**src/rtl/pipe_add_sub.sv**
```systemverilog
// pipe_add_sub
//   Pipelined ripple-carry adder/subtractor with valid/ready flow control.
//   Each pipeline stage resolves one SEG-bit slice of A + B' + c0, passing
//   its carry forward in a register. The operand bits that are not yet
//   added travel down in skew registers. The finished low sum slices travel
//   alongside them, so the full-width result leaves the last stage aligned.
//   Latency is STAGES = WIDTH/SEG cycles and throughput is one beat per cycle.
//   WIDTH must be a multiple of SEG.
//
// Ports
//   clk        rising-edge clock for all state
//   reset      synchronous, active-high; clears all valid bits and outputs
//   in_valid   operand beat offered
//   in_ready   beat accepted this cycle (= pipeline enable, combinational)
//   input1     operand A
//   input2     operand B
//   cin        carry-in, used in add mode only
//   sub        1: A - B, 0: A + B + cin
//   out_valid  result beat present
//   out_ready  consumer takes the result this cycle
//   sum        result, modulo 2^WIDTH
//   cout       carry out of bit WIDTH-1 (in subtract mode, 1 = no borrow)
//   ovf        two's-complement signed overflow
module pipe_add_sub #(
  parameter int WIDTH = 32,
  parameter int SEG   = 8
) (
  input  logic             clk,
  input  logic             reset,
  input  logic             in_valid,
  output logic             in_ready,
  input  logic [WIDTH-1:0] input1,
  input  logic [WIDTH-1:0] input2,
  input  logic             cin,
  input  logic             sub,
  output logic             out_valid,
  input  logic             out_ready,
  output logic [WIDTH-1:0] sum,
  output logic             cout,
  output logic             ovf
);

  localparam int STAGES = WIDTH / SEG;

  // Global stall: the whole pipe advances only when the output slot is free
  // or is being drained this cycle.
  logic en;
  assign en       = out_ready | ~out_valid;
  assign in_ready = en;

  for (genvar gi = 0; gi < STAGES; gi++) begin : stage_g
    localparam int LO  = gi * SEG;      // first bit resolved by this stage
    localparam int REM = WIDTH - LO;    // operand bits still unresolved on entry

    logic [REM-1:0]    a_in;
    logic [REM-1:0]    b_in;
    logic              c_in;
    logic              v_in;
    logic [SEG:0]      seg_full;
    logic [LO+SEG-1:0] sum_d;
    logic [LO+SEG-1:0] sum_q;
    logic              carry_d;
    logic              carry_q;
    logic              valid_d;
    logic              valid_q;

    if (gi == 0) begin : src_g
      // B is inverted and c0 is forced to 1 for subtraction (A + ~B + 1).
      always_comb begin
        a_in  = input1;
        b_in  = sub ? ~input2 : input2;
        c_in  = sub | cin;
        v_in  = in_valid;
        sum_d = seg_full[SEG-1:0];
      end
    end else begin : src_g
      always_comb begin
        a_in  = stage_g[gi-1].skew_g.a_q;
        b_in  = stage_g[gi-1].skew_g.b_q;
        c_in  = stage_g[gi-1].carry_q;
        v_in  = stage_g[gi-1].valid_q;
        sum_d = {seg_full[SEG-1:0], stage_g[gi-1].sum_q};
      end
    end

    always_comb begin
      seg_full = {1'b0, a_in[SEG-1:0]} + {1'b0, b_in[SEG-1:0]} + {{SEG{1'b0}}, c_in};
      carry_d  = seg_full[SEG];
      valid_d  = v_in;
    end

    // Data registers load only when a real beat arrives. Bubbles therefore
    // never replace the last result with undriven input values.
    always_ff @(posedge clk) begin
      if (reset) begin
        valid_q <= 1'b0;
        carry_q <= 1'b0;
        sum_q   <= '0;
      end else begin
        if (en) begin
          valid_q <= valid_d;
        end
        if (en && v_in) begin
          carry_q <= carry_d;
          sum_q   <= sum_d;
        end
      end
    end

    if (gi < STAGES - 1) begin : skew_g
      // Upper operand bits waiting for later stages; this includes the MSBs
      // that the final stage needs for the overflow check.
      logic [REM-SEG-1:0] a_d;
      logic [REM-SEG-1:0] b_d;
      logic [REM-SEG-1:0] a_q;
      logic [REM-SEG-1:0] b_q;

      always_comb begin
        a_d = a_in[REM-1:SEG];
        b_d = b_in[REM-1:SEG];
      end

      always_ff @(posedge clk) begin
        if (reset) begin
          a_q <= '0;
          b_q <= '0;
        end else if (en && v_in) begin
          a_q <= a_d;
          b_q <= b_d;
        end
      end
    end else begin : tail_g
      // Signed overflow: operands share a sign and the result sign differs.
      logic ovf_d;
      logic ovf_q;

      always_comb begin
        ovf_d = (a_in[REM-1] == b_in[REM-1]) & (seg_full[SEG-1] != a_in[REM-1]);
      end

      always_ff @(posedge clk) begin
        if (reset) begin
          ovf_q <= 1'b0;
        end else if (en && v_in) begin
          ovf_q <= ovf_d;
        end
      end
    end
  end

  assign out_valid = stage_g[STAGES-1].valid_q;
  assign sum       = stage_g[STAGES-1].sum_q;
  assign cout      = stage_g[STAGES-1].carry_q;
  assign ovf       = stage_g[STAGES-1].tail_g.ovf_q;

endmodule

```
**config.mk**
```make
export PLATFORM = sky130hd
export DESIGN_NAME = pipe_add_sub
export DESIGN_NICKNAME = d
export VERILOG_FILES = /design/src/rtl/pipe_add_sub.sv
export SDC_FILE = /design/constraint.sdc
export NUM_CORES = 1
export LEC_CHECK = 0
export ABC_CLOCK_PERIOD_IN_PS = 3010
export CORE_MARGIN = 1
export CORE_UTILIZATION = 55
export CTS_CLUSTER_DIAMETER = 60
export CTS_CLUSTER_SIZE = 14
export DETAILED_ROUTE_END_ITERATION = 8
export GPL_ROUTABILITY_DRIVEN = 0
export GPL_TIMING_DRIVEN = 0
export PLACE_DENSITY = 0.8
export SYNTH_ARGS = -nofsm -noshare
export SYNTH_HDL_FRONTEND = slang
export SYNTH_SLANG_ARGS = --single-unit
```
**constraint.sdc**
```tcl
create_clock -name clk -period 3.01 [get_ports clk]
set_input_delay 0.602 -clock clk [delete_from_list [all_inputs] [get_ports clk]]
set_output_delay 0.602 -clock clk [all_outputs]
set_load 0.03 [all_outputs]
```
==> flow_summary.ini <==
[status]
run_status = finished, final reports clean

[job]
max-cap-violations = 0

[critical_path]
setup.worst_path.end_class = primary output
crit_type = input port to primary output
reg2reg_slack_ns = 0.81
required_ns = 2.41
r2r_cells = 6
critPathLaunchType = input port
worstReg2RegStart = stage_g[2].carry_q
r2r-end = sum[30]
crit_arrival_ns = 2.19
worst-path-max-fanout = 10

[clocking]
cts_buffer_depth = 2
clkSinkCount = 185
tritoncts.num_buffers = 17
ctsRootBufferMaster = sky130_fd_sc_hd__clkbuf_16
postCtsHoldBufs = 0
post-cts-setup-buffers = 0
clk_transition_reported_paths_ns = 0.06
cts_resized = 0
worstSkewPairLatency_ns = 0.43
htree_depth = 4
cts_tree = built

[floorplan]
num_rows = 43
die_w_microns = 123
fp.dieH_microns = 123
io_pins = 106
initial_utilization_pct = 57.2
core_area_sq_um = 14000
fp.dieArea_sq_um = 15100

[sta]
setup_total_negative_slack_ns = 0
min_period_over_period_pct = 92.8
actual_slew_at_the_worst_max_slew_pin_ns = 0.737
finalMaxSlewViolations = 0
setup_viol = 0
final_period_minus_worst_setup_slack_ns = 2.79
hold_viol_final = 0
max_freq_mhz = 358
slew_headroom_pct = 50.9
rsz0062_at_grt = no
finClkSkew_ns = 0.00786

[finish]
finalNetCount = 1199
final_util_pct = 70.2
layout_commonest_cell = sky130_fd_sc_hd__nand2_1
mostFrequentLayoutCells = 279 x sky130_fd_sc_hd__nand2_1, 185 x sky130_fd_sc_hd__dfxtp_1, 155 x sky130_fd_sc_hd__a21oi_1
fillers = 1160
areaGrowthSynthToFinish_pct = 22.7
antenna-diode-count = 0
final_layout_size_suffix_gt1_share_pct = 6.89

[synth]
syn_inst = 971
synth_area_leader_cell = sky130_fd_sc_hd__dfxtp_1
yosys_register_bits = 185
ys_top_cells_by_area = sky130_fd_sc_hd__dfxtp_1 46%, sky130_fd_sc_hd__nand2_1 13%, sky130_fd_sc_hd__a21oi_1 9.7%
synth-edff-count = 0
synth.yosys.warnings = 0
synth_flop_cell = sky130_fd_sc_hd__dfxtp_1
synth_async_sr_flop_share_pct = 0
synth_nets = 1077
postSynthAreaPerCell_sq_um = 8.27
synth-seq-area-share_pct = 46.1
synth_area_sq_um = 8030
synthDistinctLibCells = 46
synth_largest_type_area_fraction_pct = 46.1

[global_route]
grtUsageTotal_pct = 27.4
global_route.overflow_total = 0
largest_net_degree_at_the_start_of_global_routing = 17
first_pass_grt_wire_length_microns = 31600
first_global_vias = 6315
initial_antenna_violation_count = 0

[placed_design]
place.port_buffers = 103
dp_hpwl_microns = 14600

[worst_hold_path]
timing.hold.worst.class = register to register
worst_hold_startpoint = stage_g[2].sum_q[11]
hold_depth = 2
worst_hold_path.endpoint = sum[11]

[route]
post_drt_via_cell_ratio = 5.47
remaining_drc_errors = 0
drtPass1Iterations = 5
detailroute.via_count = 7018
routed_wire_length_per_instance_microns = 15.4
drt-initial-drc-count = 626
drtAntennaViolNets = 0
postRouteWirelength_microns = 19700

[power_and_ir_drop]
power_leakage_nw = 3.65
ir_worst_vdd_v = 0.000426
power_density_nw_per_um2 = 545
## report_power, final
group	total, W	internal [W]	switching [W]
registers	0.00260	0.00254	0.0000634
logic	0.000594	0.000260	0.000334
clock network	0.00218	0.00128	0.000902
total	0.00538	0.00408	0.00130
## worst max-delay path by stage
stage,from,to,slack (ns)
after floorplan,sub,stage_g[0].carry_q,0.21
after global placement,sub,stage_g[0].carry_q,0.08
after detailed placement,cin,stage_g[0].carry_q,0.03
after CTS,out_ready,in_ready,0.22
after global routing,out_ready,in_ready,0.18
final,out_ready,in_ready,0.22
## kinds of logic (layout without fill, tap and decap cells)
kind of cell | count (synthesis) | count (layout) | synth area share, %
AND/OR/NAND/NOR | 390 | 390 | 20.5
AO/OA/AOI/OAI | 246 | 246 | 18.2
flip-flops | 185 | 185 | 46.1
buffers and inverters | 73 | 205 | 4.33
XOR/XNOR | 41 | 41 | 4.47
adder cells (fa/ha/maj) | 36 | 36 | 6.35
## cell type report
type | instances | area, sq um | area share, %
inverters | 5 | 21.3 | 0.216
repair buffers | 103 | 1030 | 10.5
flip-flops and latches | 185 | 3700 | 37.6
multi-input cells | 713 | 3980 | 40.4
plain buffers | 68 | 327 | 3.31
clock buffers | 23 | 478 | 4.85
clock inverters | 6 | 92.6 | 0.939
well taps | 180 | 225 | 2.28
## synthesized netlist by cell type (6+ instances only)
master,n
sky130_fd_sc_hd__and2_1,8
sky130_fd_sc_hd__a21oi_1,155
sky130_fd_sc_hd__xor2_1,12
sky130_fd_sc_hd__a211oi_1,35
sky130_fd_sc_hd__fa_1,8
sky130_fd_sc_hd__dfxtp_1,185
sky130_fd_sc_hd__buf_2,41
sky130_fd_sc_hd__nand4_1,8
sky130_fd_sc_hd__xnor2_1,29
sky130_fd_sc_hd__nand2_1,279
sky130_fd_sc_hd__clkbuf_1,23
sky130_fd_sc_hd__o21a_1,7
sky130_fd_sc_hd__a21o_1,8
sky130_fd_sc_hd__o21ai_0,11
sky130_fd_sc_hd__a211o_1,6
sky130_fd_sc_hd__ha_1,28
sky130_fd_sc_hd__nor2_1,41
sky130_fd_sc_hd__o211ai_1,7
sky130_fd_sc_hd__nand3_1,27
## flip-flops by register name (all words and copies together), names as in the netlist
| name | count |
|---|---|
| sum | 32 |
| ovf | 1 |
| cout | 1 |
| stage_g.carry_q | 3 |
| stage_g.valid_q | 3 |
| stage_g.skew_g.b_q | 48 |
| out_valid | 1 |
| stage_g.sum_q | 48 |
| stage_g.skew_g.a_q | 48 |
## layer usage
| layer | up-vias | global-route usage (%) | share of wire, % |
|---|---|---|---|
| met1 | 3158 | 37.8 | 47 |
| met5 | - | 0 | 0 |
| met3 | 32 | 5.30 | 6.2 |
| li1 | 3556 | - | - |
| met4 | 0 | 9.60 | 1.7 |
| met2 | 272 | 42.8 | 45 |
## metrics by stage
stage	setup WS [ns]	cell area, sq um	hold slack (ns)	total power [W]	instances
final	0.215	9860	0.452	0.00538	1283
after global routing	0.175	9860	0.469	0.00555	1283
after CTS	0.219	9860	0.453	0.00538	1283
after detailed placement	0.0292	9290	0.441	0.00324	1254
after global placement	0.0827	9290	0.440	0.00323	1254
after floorplan	0.214	8030	0.432	0.00301	971
## worst max-delay path: stages
cell	delay [ns]
sky130_fd_sc_hd__clkdlybuf4s50_1	0.44
sky130_fd_sc_hd__nor2b_4	0.27
sky130_fd_sc_hd__inv_4	0.09
sky130_fd_sc_hd__buf_12	0.17
sky130_fd_sc_hd__clkdlybuf4s50_1	0.60
No activity file was read; power rests on OpenSTA's default activity.
